**src/rtl/tadd_pkg.sv**
```systemverilog
// Shared definitions for the adder result receive path: default float widths,
// flag bit positions and the FIFO level-width helper.
package tadd_pkg;
  localparam int EXP_DEF   = 5;
  localparam int FRA_DEF   = 10;
  localparam int FLAG_W    = 3;
  localparam int FLAG_ZERO = 0;
  localparam int FLAG_INF  = 1;
  localparam int FLAG_NAN  = 2;

  // A level counter must represent 0..DEPTH inclusive.
  function automatic int lvl_w(input int depth);
    return $clog2(depth) + 1;
  endfunction
endpackage

```
**src/rtl/sync_fifo_fwft.sv**
```systemverilog
// First-word-fall-through FIFO: storage, wrap-around pointers and occupancy.
// The head entry is presented combinationally; the output reads zero when empty.
module sync_fifo_fwft
  import tadd_pkg::*;
#(
  parameter int DW    = 16,
  parameter int DEPTH = 8
) (
  input  logic                      i_clk,
  input  logic                      i_rst,
  input  logic                      i_push,
  input  logic                      i_pop,
  input  logic [DW-1:0]             i_data,
  output logic [DW-1:0]             o_data,
  output logic [lvl_w(DEPTH)-1:0]   o_level,
  output logic                      o_empty,
  output logic                      o_full
);
  localparam int PW = $clog2(DEPTH);
  localparam int LW = lvl_w(DEPTH);

  logic [DW-1:0] r_mem [DEPTH];
  logic [PW-1:0] r_wr_ptr;
  logic [PW-1:0] r_rd_ptr;
  logic [LW-1:0] r_level;

  // Storage carries no reset; only the pointers and level define validity.
  always_ff @(posedge i_clk) begin
    if (i_push) r_mem[r_wr_ptr] <= i_data;
  end

  always_ff @(posedge i_clk or posedge i_rst) begin
    if (i_rst) begin
      r_wr_ptr <= '0;
      r_rd_ptr <= '0;
      r_level  <= '0;
    end else begin
      if (i_push) r_wr_ptr <= r_wr_ptr + PW'(1);
      if (i_pop)  r_rd_ptr <= r_rd_ptr + PW'(1);
      if (i_push && !i_pop)      r_level <= r_level + LW'(1);
      else if (!i_push && i_pop) r_level <= r_level - LW'(1);
    end
  end

  assign o_level = r_level;
  assign o_empty = (r_level == '0);
  assign o_full  = (r_level == LW'(DEPTH));
  assign o_data  = o_empty ? '0 : r_mem[r_rd_ptr];
endmodule

```
**src/rtl/tadd_result_rx.sv**
```systemverilog
// Receives unstallable adder results into a FWFT FIFO and frames them into BURST-beat packets.
// Optional per-entry flag storage is enabled by defining TADD_RX_FLAG_EN.
module tadd_result_rx
  import tadd_pkg::*;
#(
  parameter int EXP   = EXP_DEF,
  parameter int FRA   = FRA_DEF,
  parameter int DEPTH = 8,
  parameter int BURST = 4
) (
  input  logic                     aclk,
  input  logic                     aresetn,
  input  logic [EXP+FRA:0]         s_axis_tdata,
  input  logic                     s_axis_tvalid,
  input  logic [FLAG_W-1:0]        s_axis_flag,
  output logic [EXP+FRA:0]         m_axis_tdata,
  output logic [FLAG_W-1:0]        m_axis_tuser,
  output logic                     m_axis_tvalid,
  input  logic                     m_axis_tready,
  output logic                     m_axis_tlast,
  output logic [lvl_w(DEPTH)-1:0]  level,
  output logic                     overflow,
  input  logic                     ovf_clr
);
  localparam int W  = EXP + FRA + 1;
`ifdef TADD_RX_FLAG_EN
  localparam int EW = W + FLAG_W;
`else
  localparam int EW = W;
`endif
  localparam int BW = (BURST > 1) ? $clog2(BURST) : 1;
  localparam logic [BW-1:0] BEAT_LAST = BW'(BURST - 1);

  logic          w_empty;
  logic          w_full;
  logic          w_push;
  logic          w_pop;
  logic          w_drop;
  logic [EW-1:0] w_wr_entry;
  logic [EW-1:0] w_rd_entry;
  logic          r_overflow;
  logic [BW-1:0] r_beat;

  // A full FIFO still accepts a word when the head leaves in the same cycle.
  assign w_pop  = !w_empty && m_axis_tready;
  assign w_push = s_axis_tvalid && (!w_full || w_pop);
  assign w_drop = s_axis_tvalid && w_full && !w_pop;

`ifdef TADD_RX_FLAG_EN
  assign w_wr_entry   = {s_axis_flag, s_axis_tdata};
  assign m_axis_tuser = w_rd_entry[EW-1:W];
`else
  logic w_unused_flag;
  assign w_unused_flag = ^s_axis_flag;
  assign w_wr_entry    = s_axis_tdata;
  assign m_axis_tuser  = '0;
`endif

  sync_fifo_fwft #(.DW(EW), .DEPTH(DEPTH)) u_fifo (
    .i_clk   (aclk),
    .i_rst   (aresetn),
    .i_push  (w_push),
    .i_pop   (w_pop),
    .i_data  (w_wr_entry),
    .o_data  (w_rd_entry),
    .o_level (level),
    .o_empty (w_empty),
    .o_full  (w_full)
  );

  // A drop in the same cycle as a clear leaves the flag set.
  always_ff @(posedge aclk or posedge aresetn) begin
    if (aresetn)     r_overflow <= 1'b0;
    else if (w_drop) r_overflow <= 1'b1;
    else if (ovf_clr) r_overflow <= 1'b0;
  end

  always_ff @(posedge aclk or posedge aresetn) begin
    if (aresetn) r_beat <= '0;
    else if (w_pop) r_beat <= (r_beat == BEAT_LAST) ? '0 : r_beat + BW'(1);
  end

  assign m_axis_tdata  = w_rd_entry[W-1:0];
  assign m_axis_tvalid = !w_empty;
  assign m_axis_tlast  = !w_empty && (r_beat == BEAT_LAST);
  assign overflow      = r_overflow;
endmodule

```
**config.mk**
```make
export PLATFORM = sky130hd
export DESIGN_NAME = tadd_result_rx
export DESIGN_NICKNAME = d
export VERILOG_FILES = /design/src/rtl/tadd_pkg.sv /design/src/rtl/sync_fifo_fwft.sv /design/src/rtl/tadd_result_rx.sv
export SDC_FILE = /design/constraint.sdc
export NUM_CORES = 1
export LEC_CHECK = 0
export BUFFER_PORTS_ARGS = -buffer_cell sky130_fd_sc_hd__clkbuf_2
export CAP_MARGIN = 20
export CORE_UTILIZATION = 34
export DETAILED_ROUTE_END_ITERATION = 8
export PLACE_DENSITY = 0.58
export SETUP_SLACK_MARGIN = 0.2
export SYNTH_ARGS = -nofsm -noshare
export SYNTH_HDL_FRONTEND = slang
export SYNTH_SLANG_ARGS = --single-unit
```
**constraint.sdc**
```tcl
create_clock -name aclk -period 2.5 [get_ports aclk]
set_input_delay 0.375 -clock aclk [delete_from_list [all_inputs] [get_ports aclk]]
set_output_delay 0.375 -clock aclk [all_outputs]
set_load 0.005 [all_outputs]
```
**Word level (Yosys, flattened, before mapping)**

Memory sizes are Yosys's and may differ from the RTL's.
Cells that the tools add are included.

- Word-level logic and storage cells: 36
- Bits in writable memories: 128
- Register bits after elaboration: 13
- Memories kept: 1
- Input port bits: 24

Memory list:

| name | depth | width | rd ports | clocked after memory_dff | write ports | RTL line | RTL |
|---|---|---|---|---|---|---|---|
| u_fifo.r_mem | 8 | 16 | 1 | 0 | 1 | sync_fifo_fwft.sv:22 | `logic [DW-1:0] r_mem [DEPTH];` |

- Add/sub/neg operators: 5
- Multiplexer cells: 8
- Reductions and logical operators: 15
- Eq/ne operators: 2

Operators with widths:

| kind | count |
|---|---|
| 16-bit 2-to-1 mux | 1 |
| 4-bit 2-to-1 mux | 2 |
| 1-bit logical AND | 7 |
| 3-bit by 1-bit adder with 3-bit output (second input constant) | 2 |
| 4-bit by 1-bit adder with 4-bit output (second input constant) | 1 |
| 4-bit equality test (second input constant) | 1 |
| 1-bit logical NOT | 4 |
| 4-bit logical NOT | 1 |
| 1-bit 2-to-1 mux | 4 |
| 2-bit nonzero test | 2 |
| 4-bit by 1-bit subtractor with 4-bit output (second input constant) | 1 |
| 2-bit by 1-bit adder with 2-bit output (second input constant) | 1 |
| 2-bit equality test (second input constant) | 1 |
| 2-bit 2-to-1 mux | 1 |
| 1-bit logical OR | 1 |

**Longest topological paths before layout**

Gate-level depths: netlist (run 1).

- Depth in word-level cells: 9
- Depth in mapped cells: 9
- Mapped depth without buffers: 9

**Cells and area by module**

From an unflattened synthesis (run 1), not the netlist that was laid out.

- Cells, all modules: 269
- Area, all modules: 5696.7 sq um

By module, submodules not included:

| module | area an instance (sq um) | cells each | sequential area each (sq um) | instances |
|---|---|---|---|---|
| sync_fifo_fwft | 5494.0 | 249 | 4093.9 | 1 |
| tadd_result_rx | 202.7 | 20 | 75.1 | 1 |

**Least setup slack after synthesis (run 1)**

No wires, ideal clock.

- Path kind: reg2reg
- Start point: register u_fifo.r_level[0], in the netlist u_fifo.o_level[0]
- End point: memory u_fifo.r_mem[0][0], enable pin
- Cell stages (with the launch flop): 4
- Slack: -0.271 ns
- Path buffers: 0
- Arrival time: 2.341 ns
- Period minus slack after synthesis: 2.771 ns
- Cells stage by stage: dfrtp_1 -> or3_1 -> o21ai_2 -> nor4_1

- Cells in the longest elaborated chain, start to end: 7
- Elaborated cells on any way between the ends: 9
- Those cells by class: 1 x eq/ne; 2 x mux; 6 x reduce/logical

RTL lines:

| item | RTL line | RTL |
|---|---|---|
| start, declared | sync_fifo_fwft.sv:25 | `logic [LW-1:0] r_level;` |
| start signal, assigned | sync_fifo_fwft.sv:40 | `if (i_push && !i_pop) r_level <= r_level + LW'(1);` |
| start signal, assigned | sync_fifo_fwft.sv:41 | `else if (!i_push && i_pop) r_level <= r_level - LW'(1);` |
| 4-bit logical NOT | sync_fifo_fwft.sv:46 | `assign o_empty = (r_level == '0);` |
| 1-bit logical NOT | tadd_result_rx.sv:45 | `assign w_pop = !w_empty && m_axis_tready;` |
| 1-bit logical AND | tadd_result_rx.sv:45 |  |
| 1-bit logical OR * | tadd_result_rx.sv:46 | `assign w_push = s_axis_tvalid && (!w_full \|\| w_pop);` |
| 1-bit logical AND * | tadd_result_rx.sv:46 |  |
| 1-bit 2-to-1 mux * | sync_fifo_fwft.sv:29 | `if (i_push) r_mem[r_wr_ptr] <= i_data;` |
| 1-bit 2-to-1 mux (not written as such) * | sync_fifo_fwft.sv:29 |  |
| end, declared | sync_fifo_fwft.sv:22 |  |

Mark *: on every way between the ends. The rest lies on a longest branch, timed or not.

**Final worst setup path (run 1)**

- Start point: register u_fifo.r_level[2], in the netlist u_fifo.o_level[2]
- End point: output port m_axis_tdata[12]

- Cells in the longest elaborated chain, start to end: 2

RTL lines:

| item | RTL line | RTL |
|---|---|---|
| 4-bit logical NOT | sync_fifo_fwft.sv:46 |  |
| 16-bit 2-to-1 mux | sync_fifo_fwft.sv:48 | `assign o_data = o_empty ? '0 : r_mem[r_rd_ptr];` |
| end, declared | tadd_result_rx.sv:16 | `output logic [EXP+FRA:0] m_axis_tdata,` |

No other way between the ends.

==> results of run 1 <==
sequential cells by signal, indices dropped and copies added (netlist names):
signal,flops
u_fifo.r_mem,128
u_fifo.o_level,4
u_fifo.r_rd_ptr,3
u_fifo.r_wr_ptr,3
r_beat,2
overflow,1
layer usage:
layer  up-vias  global-route usage, %  part of all wire [%]  wire, um
li1       1245                      -                     -         -
met1      1419                   17.1                    43      4610
met2        69                   23.1                    51      5410
met3        11                   4.10                   5.2       552
met4         0                   5.68                   1.2       131
met5         -                      0                     0         0
power groups by stage:
stage / clock network (uW) / registers [uW] / logic [uW]
global placement: 0 / 3230 / 2610
CTS: 2410 / 3200 / 2820
detailed placement: 0 / 3250 / 2670
finish: 2350 / 3200 / 2820
global route: 2530 / 3240 / 3100
floorplan: 0 / 3200 / 1810
worst max-delay path by stage:
stage	startpoint	end	cells past startpoint
after CTS	u_fifo.o_level[2]	m_axis_tdata[12]	5
after global routing	u_fifo.o_level[2]	m_axis_tdata[12]	5
after floorplan	u_fifo.o_level[1]	u_fifo.o_level[3]	8
after global placement	u_fifo.o_level[0]	u_fifo.o_level[3]	9
final	u_fifo.o_level[2]	m_axis_tdata[12]	5
after detailed placement	u_fifo.o_level[1]	u_fifo.o_level[3]	8
metrics by stage:
stage	setup TNS (ns)	setup slack, ns	hold slack (ns)	std cells	cell area [um2]
final	0	0.00863	0.154	567	6900
after global routing	-0.720	-0.0701	0.140	567	6900
after CTS	-0.0487	-0.0128	0.138	567	6860
after detailed placement	0	0.158	0.427	528	6210
after global placement	0	0.186	0.421	528	6210
after floorplan	0	0.158	0.252	270	5680
repair_timing:
item / 4_1_cts / 5_1_grt
cloned: 1 / 0
resized for setup: 10 / 13
hold buffers: 1 / 0
setup buffers: 5 / 0
endpoints found under the hold margin: 13 / 0
pin swaps: 13 / 11
setup endpoints to repair: 17 / 18
critical path, cell delays in order (launching register included):
cell and delay [ns]:
dfrtp_1 0.38, or4_4 0.56, buf_6 0.14, and2_4 0.24, a22o_1 0.26, clkbuf_2 0.12
layout make-up:
| type | count | area [um2] |
|---|---|---|
| fillers | 1452 | 9100 |
| clock inverters | 11 | 119 |
| inverters | 5 | 23.8 |
| flip-flops and latches | 141 | 4170 |
| multi-input cells | 107 | 1440 |
| well taps | 216 | 270 |
| repair buffers | 66 | 440 |
| clock buffers | 21 | 440 |
placed cells by master, fill, tap and decap left out, types with 2 or more instances in the layout:
cell / n
nor3_2: 4
ha_4: 3
nand3b_1: 2
or3_1: 3
buf_8: 2
a22o_1: 16
buf_2: 5
and2_4: 2
inv_1: 3
clkinvlp_4: 2
buf_6: 2
clkbuf_1: 4
bufinv_16: 2
buf_4: 17
inv_6: 2
dfrtp_1: 11
dfrtp_2: 2
edfxtp_1: 128
nor2_1: 4
buf_12: 2
clkinv_4: 2
nand2_1: 2
mux2_2: 5
clkinv_1: 2
nand2b_1: 3
o211ai_1: 2
xnor2_1: 6
clkbuf_16: 17
mux4_2: 32
clkinv_2: 2
ha_1: 3
clkbuf_2: 37
or4_4: 2
conb_1: 3
cell families after synthesis:
family | Yosys count
flops | 141
fa+ha+maj | 7
simple gates | 28
compound gates | 25
other cells | 1
mux | 38
xor+xnor | 6
buf+inv | 22
==> out/results.ini, run 1 <==
[clocking]
h-tree-depth=4
cts_tree=done
clk_path_buf_depth=2
cts_buffers=17
cts.reportedPaths.clkPinSlew_ns=0.05
cts-root-buf=clkbuf_16
clk_latency_ns=0.41
clkSinkCount=141

[global_route]
grt_pass1_vias=2953
grt_use_total_pct=14.0
grt_pass1_wl_um=16500
antenna_found_initial=0
grt_max_degree=33
grt.overflow.total=0

[pwr]
netSwitchingPower_uw=2440
power.total_uw=8370
p_sw_share_pct=29.1
p_comb_share_pct=33.7
seqPwrFrac_pct=38.2
internal_power_uw=5940
p_leak_uw=0.00238
p_per_area_mw_per_mm2=1210
ir_worst_vdd_uv=619
pwr-share-clk_pct=28.1

[setup_path]
path_class=flip-flop to primary output
worstPathArrival_ns=2.12
rr_worst_depth=10
cp_data_required_time_ns=2.12
worstReg2RegStart=u_fifo.o_level[2]
crit_fanout=16
startpoint_type=flip-flop
r2r_slack_ns=0.24
worstReg2RegEnd=u_fifo.o_level[3]
worstSetupEndpointType=primary output

[synth]
syn_area_mm2=0.00560
synth_simple_gate_area_share_pct=2.81
synth_edf_count=128
ys_seq_area_share_pct=74.4
synth_area_per_cell_um2=20.9
netlist_top_cells_count=edfxtp_1, mux4_2, a22o_1, dfrtp_1
ys_async_sr_fraction_pct=9.22
yosys.area_share.xor_xnor_pct=0.938
yosysTopAreaCell=edfxtp_1
synth_compound_area_share_pct=3.71
synth_warnings=0
syn_inst=268
yosysMostFrequentCell=edfxtp_1
ys_dominant_reg_cell=edfxtp_1
synth_top_family_by_area=multiplexers
netlist_top_cells_area=edfxtp_1, mux4_2, dfrtp_1, a22o_1, ha_1
synth.distinct_cells=35
synthAdderAreaFrac_pct=1.70
synth_seq_cells=141
synth.mux.area_fraction_pct=14.0
synth_top_area_share_pct=68.6

[sta]
tightestPinTransition_ns=0.517
rsz0062_at_grt=true
setup_viol=0
slew-limit-headroom_pct=65.5
fmax_ghz=0.401
post-route-min-period_ns=2.49
finalHoldViolations=0
post-route-period-util_pct=99.7
fin_skew_ns=0.00751
slew_violations=0

[cells_and_area]
postLayoutCoreUtil_pct=43.1
antenna_cells=0
area_growth_syn_to_layout_pct=23.2
fin_nets=369
drive_above_1_share_pct=43.0

[worst_hold_path]
whs_path_depth=2
worstHoldPathType=primary input to flip-flop
worstHoldStart=ovf_clr
hold-path-endpoint=overflow

[placement]
gp_congestion=0.692
dpl.hpwl_um=5890
port_buffers=43

[routing]
wl_um=10700
drt_iter0_drc=166
drtAntennaViolNets=0
drc=0
avgViaCountPerCell=4.84
detail_route.first_pass.iterations=4
vias=2744
wl_per_cell_um=18.9

[die]
dieArea_mm2=0.0170
core-area_mm2=0.0160
io_pins=50
initial_core_util_pct=35.0
die_width_um=130
rows=46
die_h_um=130

[run_status]
status=completed

[job]
drv_cap=0

Note: power is estimated with default switching activity, not from simulation.
==> inputs of run 2 (changes only) <==
--- a/config.mk
+++ b/config.mk
@@ -7,10 +7,13 @@
 export LEC_CHECK = 0
 export BUFFER_PORTS_ARGS = -buffer_cell sky130_fd_sc_hd__clkbuf_2
 export CAP_MARGIN = 20
+export CELL_PAD_IN_SITES_DETAIL_PLACEMENT = 1
+export CELL_PAD_IN_SITES_GLOBAL_PLACEMENT = 1
 export CORE_UTILIZATION = 34
 export DETAILED_ROUTE_END_ITERATION = 8
-export PLACE_DENSITY = 0.58
+export PLACE_DENSITY = 0.64
 export SETUP_SLACK_MARGIN = 0.2
+export SLEW_MARGIN = 15
 export SYNTH_ARGS = -nofsm -noshare
 export SYNTH_HDL_FRONTEND = slang
 export SYNTH_SLANG_ARGS = --single-unit
==> run 2 against run 1 <==
Net effect:
- clock skew down 0.0015 ns
- sequential cell count unchanged
- via count up 2.2%
- final cell count up 0.35%
- power up 1.6%
- routed wire length up 10%
- cell area up 0.49%
- maximum frequency down 0.15%
- worst setup slack worse by 0.0038 ns
- clock-buffer cell count unchanged
- critical endpoint unchanged
- largest power group unchanged
==> out/results.ini, run 2 (same netlist as run 1, synthesis figures left out) <==
[die]
dieArea_mm2=0.0170
rows=46
initial_core_util_pct=35.0
die_h_um=130
core-area_mm2=0.0160
io_pins=50
die_width_um=130

[sta]
hold_ws_ns=0.159
slew-limit-headroom_pct=63.5
tns_ns=0
post-route-min-period_ns=2.50
setup_viol=0
fin_skew_ns=0.00604
tightestPinTransition_ns=0.546
fmax_ghz=0.401
post-route-period-util_pct=99.8
rsz0062_at_grt=true
slew_violations=0
finalHoldViolations=0

[routing]
drt_iter0_drc=248
wl_per_cell_um=20.8
vias=2804
drc=0
drtAntennaViolNets=0
avgViaCountPerCell=4.93
detail_route.first_pass.iterations=4
wl_um=11800

[job]
drv_cap=0

[cells_and_area]
area_growth_syn_to_layout_pct=23.8
layout.cells.most_common=edfxtp_1
top_register=u_fifo.r_mem
postLayoutCoreUtil_pct=43.3
mostFrequentLayoutCells=edfxtp_1, clkbuf_2, mux4_2, buf_4, clkbuf_16
drive_above_1_share_pct=43.6
n_fill_cell=1562
seqCellArea_mm2=0.00417
multi_input_area_mm2=0.00144
fin_nets=373
fin_cells=569
antenna_cells=0
largest_register_ffs=128

[worst_hold_path]
whs_path_depth=2
worstHoldStart=ovf_clr
worstHoldPathType=primary input to flip-flop
hold-path-endpoint=overflow

[global_route]
grt_use_total_pct=15.4
grt.overflow.total=0
grt_pass1_wl_um=18000
grt_pass1_vias=3097
grt_max_degree=29
antenna_found_initial=0

[clocking]
cts_buffers=17
cts.reportedPaths.clkPinSlew_ns=0.05
clk_latency_ns=0.42
h-tree-depth=4
clk_path_buf_depth=2
cts_tree=done
clkSinkCount=141
cts-root-buf=clkbuf_16

[placement]
dpl.cell_count=529
port_buffers=43
dpl.hpwl_um=6660
gp_congestion=0.686

[setup_path]
cp_data_required_time_ns=2.12
worstSetupEndpointType=primary output
path_class=flip-flop to primary output
crit_fanout=16
r2r_slack_ns=0.03
worstReg2RegEnd=u_fifo.o_level[3]
worstPathArrival_ns=2.12
startpoint_type=flip-flop
rr_worst_depth=10
worstReg2RegStart=u_fifo.o_level[3]

[pwr]
ir_worst_vdd_uv=614
power.total_uw=8500
p_per_area_mw_per_mm2=1230
p_leak_uw=0.00242

[run_status]
status=completed

==> run 2: cell types whose count changed in the layout (fill, tap and decap cells not counted), moves of 2 or more <==
| cell | previous run | this run |
|---|---|---|
| clkbuf_2 | 37 | 43 |
| buf_2 | 5 | 0 |
| clkinvlp_4 | 2 | 0 |
| buf_4 | 17 | 19 |
| clkinv_2 | 2 | 4 |
| clkinv_4 | 2 | 0 |
==> run 2: through the flow <==
stage	setup WS (ns)	area [um2]
finish	0.00481	6940
CTS	-0.00449	6880
global placement	0.195	6220
floorplan	0.158	5680
global route	-0.0671	6940
detailed placement	0.129	6220
==> run 2: per-layer routing <==
metal,track usage [%],vias up,share of wire [%]
met5,0,-,0
met3,5.13,14,4.4
met1,17.5,1480,41
met2,27.2,63,53
met4,5.48,0,1.2
li1,-,1247,-
==> run 2: cell type report <==
cell class	count	area share [%]
tap	216	3.90
multi-input combinational	107	20.8
inverter	5	0.307
clock inverter	9	1.39
clock buffer	21	6.35
sequential	141	60.1
timing repair buffer	70	7.11
==> run 2: worst max-delay path, cell delays in order, from the launching register on <==
cell and delay (ns):
dfrtp_1 0.38, or4_4 0.55, buf_6 0.14, and2_4 0.24, a22o_1 0.26, clkbuf_2 0.12
==> run 2: worst max path at each step <==
stage                      start                 to
5_1_grt        u_fifo.o_level[3]   m_axis_tdata[12]
2_1_floorplan  u_fifo.o_level[1]  u_fifo.o_level[3]
3_5_place_dp   u_fifo.o_level[3]  u_fifo.o_level[3]
4_1_cts        u_fifo.o_level[1]    m_axis_tdata[5]
6_report       u_fifo.o_level[3]   m_axis_tdata[12]
3_3_place_gp   u_fifo.o_level[0]  u_fifo.o_level[3]
==> run 2: repair_timing <==
action,CTS,global route
resized for setup,10,10
buffers inserted,5,2
hold buffers,1,0
setup endpoints to repair,17,19
cloned,2,0
endpoints found under the hold margin,13,0
pin swaps,15,11
==> run 2: power breakdown <==
part	leakage (uW)	internal, uW	total [uW]	switching [uW]
Clock	0.000266	1440	2310	869
Combinational	0.000837	1570	2960	1390
Sequential	0.00132	3010	3230	225
==> inputs of run 3 (changes only) <==
--- a/config.mk
+++ b/config.mk
@@ -5,13 +5,14 @@
 export SDC_FILE = /design/constraint.sdc
 export NUM_CORES = 1
 export LEC_CHECK = 0
+export ABC_AREA = 1
 export BUFFER_PORTS_ARGS = -buffer_cell sky130_fd_sc_hd__clkbuf_2
 export CAP_MARGIN = 20
 export CELL_PAD_IN_SITES_DETAIL_PLACEMENT = 1
 export CELL_PAD_IN_SITES_GLOBAL_PLACEMENT = 1
 export CORE_UTILIZATION = 34
 export DETAILED_ROUTE_END_ITERATION = 8
-export PLACE_DENSITY = 0.64
+export PLACE_DENSITY = 0.69
 export SETUP_SLACK_MARGIN = 0.2
 export SLEW_MARGIN = 15
 export SYNTH_ARGS = -nofsm -noshare
==> run 3 against run 2 <==
Net effect:
- sequential power barely moved
- final cell count grew 69%
- hold slack got worse by 0.049 ns
- critical path depth grew 1
- global-route usage grew 1.9 points
- first-iteration DRC count is 1.6% lower
- combinational power rose by 11%
- sequential cell count is the same
- maximum frequency up 12%
- core utilization down 1.3 points
- sequential share of layout area is 5.7 points lower
- routed wire length up 35%
- critical endpoint unchanged
- largest cell class unchanged
- highest routed layer unchanged
==> out/results.ini, run 3 <==
[run_status]
status=completed

[global_route]
grt.overflow.total=0
grt_pass1_vias=4835
grt_max_degree=34
grt_use_total_pct=17.4
antenna_found_initial=0
grt_pass1_wl_um=24900

[cells_and_area]
fin_nets=749
antenna_cells=0
top_register=u_fifo.r_mem
mostFrequentLayoutCells=nand2_1, inv_1, edfxtp_1, nand3_1, clkbuf_2
area_growth_syn_to_layout_pct=19.3
layout.cells.most_common=nand2_1
fin_cells=960
drive_above_1_share_pct=16.3
largest_register_ffs=128
n_fill_cell=2012

[synth]
ys_dominant_reg_cell=edfxtp_1
syn_area_mm2=0.00642
synth_edf_count=128
synth.distinct_cells=26
ys_seq_area_share_pct=64.9
synth_seq_cells=141
ys_async_sr_fraction_pct=9.22
synth_warnings=0
synth_top_area_share_pct=59.9
netlist_top_cells_count=nand2_1, inv_1, edfxtp_1, nand3_1, nor2_1
synth_area_per_cell_um2=9.79
yosysTopAreaCell=edfxtp_1
syn_inst=656
yosysMostFrequentCell=nand2_1
netlist_top_cells_area=edfxtp_1, nand2_1, inv_1, nand3_1, dfrtp_1

[setup_path]
cp_data_required_time_ns=2.12
worstSetupEndpointType=primary output
startpoint=u_fifo.o_level[2]
worstReg2RegStart=u_fifo.o_level[0]
worstReg2RegEnd=u_fifo.o_level[3]
worstPathArrival_ns=1.86
startpoint_type=flip-flop
crit_fanout=19
r2r_slack_ns=0.41
path_class=flip-flop to primary output
rr_worst_depth=11

[worst_hold_path]
whs_path_depth=2
hold-path-endpoint=overflow
worstHoldPathType=primary input to flip-flop
worstHoldStart=ovf_clr

[routing]
drt_iter0_drc=244
drc=0
vias=4540
avgViaCountPerCell=4.73
maxUsedRoutingLayer=met4
wl_per_cell_um=16.6
drtAntennaViolNets=0
detail_route.first_pass.iterations=4
drt-met1-wl_um=6480
route.met2.wl_um=8580
dr_wl_met3_um=503
wl_um=16000

[sta]
slew_violations=0
fin_skew_ns=0.00971
slew-limit-headroom_pct=63.3
fmax_ghz=0.448
post-route-min-period_ns=2.23
finalHoldViolations=0
tns_ns=0
tightestPinTransition_ns=0.549
setup_viol=0
rsz0062_at_grt=true
post-route-period-util_pct=89.2

[die]
die_width_um=139
die_h_um=139
initial_core_util_pct=35.3
dieArea_mm2=0.0194
io_pins=50
rows=49
core-area_mm2=0.0182

[clocking]
cts-root-buf=clkbuf_16
clkSinkCount=141
cts.reportedPaths.clkPinSlew_ns=0.06
cts_tree=done
clk_path_buf_depth=2
h-tree-depth=4
cts_buffers=17
postCtsSetupRepairBufs=0
clk_latency_ns=0.43

[placement]
gp_congestion=0.725
dpl.cell_count=926
dpl.hpwl_um=9980
port_buffers=43

[job]
drv_cap=0

[pwr]
ir_worst_vdd_uv=597
p_leak_uw=0.00354
p_per_area_mw_per_mm2=1180

-- run 3: cell types whose count changed after synthesis, moves of 5 or more --
| cell | delta |
|---|---|
| a22o_1 | -16 |
| buf_2 | +9 |
| buf_4 | +9 |
| inv_1 | +133 |
| mux2_2 | -5 |
| mux4_2 | -32 |
| nand2_1 | +185 |
| nand3_1 | +83 |
| nor2_1 | +32 |
-- run 3: power breakdown --
group | switching [uW] | total [uW] | internal [uW]
clock | 1020 | 2510 | 1490
sequential | 258 | 3210 | 2950
combinational | 2090 | 3290 | 1210
-- run 3: metrics by stage --
stage | setup slack [ns] | hold WS, ns | utilization (%) | power, uW | area (um2)
floorplan | 0.0973 | 0.252 | - | 5260 | 6430
global placement | 0.497 | 0.424 | 38.5 | 6310 | 7010
detailed placement | 0.369 | 0.437 | 38.5 | 6490 | 7010
CTS | 0.189 | 0.0951 | 41.9 | 9060 | 7620
global route | 0.121 | 0.114 | 42.1 | 9600 | 7660
finish | 0.270 | 0.110 | 42.1 | 9010 | 7660
-- run 3: final cells by class --
type	instances	area, um2	share of cell area [%]
clock buffer	18	429	5.60
clock inverter	14	163	2.12
inverter	141	537	7.01
multi-input combinational	345	1580	20.7
sequential	141	4170	54.5
tap	229	287	3.74
timing repair buffer	72	489	6.39
-- run 3: what timing repair did --
item                                    CTS  global route
endpoints found under the setup margin   11            15
resized for setup                         5             5
hold buffers                              1             0
endpoints found under the hold margin    13             0
gates cloned                              0             1
-- run 3: kinds of logic (layout without fill, tap and decap cells) --
group / count (synthesis) / in the layout / share of synthesized area (%)
xor gates and xnor gates: 6 / 6 / 0.818
AOI/OAI and AO/OA: 8 / 8 / 0.662
other: 1 / 3 / 0.0584
buffers and inverters: 172 / 245 / 11.2
and+or+nand+nor: 321 / 321 / 20.8
adders and majority gates: 7 / 7 / 1.48
DFF: 141 / 141 / 64.9
-- run 3: how the worst max path moves through the flow --
stage	to	slack [ns]	cells after the start
global route	m_axis_tdata[12]	0.12	6
detailed placement	u_fifo.o_level[3]	0.37	11
floorplan	u_fifo.r_mem[6][0]	0.1	5
finish	m_axis_tdata[12]	0.27	6
global placement	u_fifo.o_level[3]	0.50	13
CTS	m_axis_tdata[9]	0.19	8
-- run 3: worst max-delay path, stage by stage, from the launching register on --
cell and delay (ns):
dfrtp_1 0.45, nor2_1 0.10, nand2_1 0.16, buf_6 0.26
nand2_1 0.10, nor2_1 0.20, clkbuf_2 0.16
-- run 3: per-layer routing --
layer  up-vias  GRT usage (%)
met2        78           32.0
li1       2180              -
met3        28           4.20
met5         -              0
met1      2254           18.4
met4         0           8.77
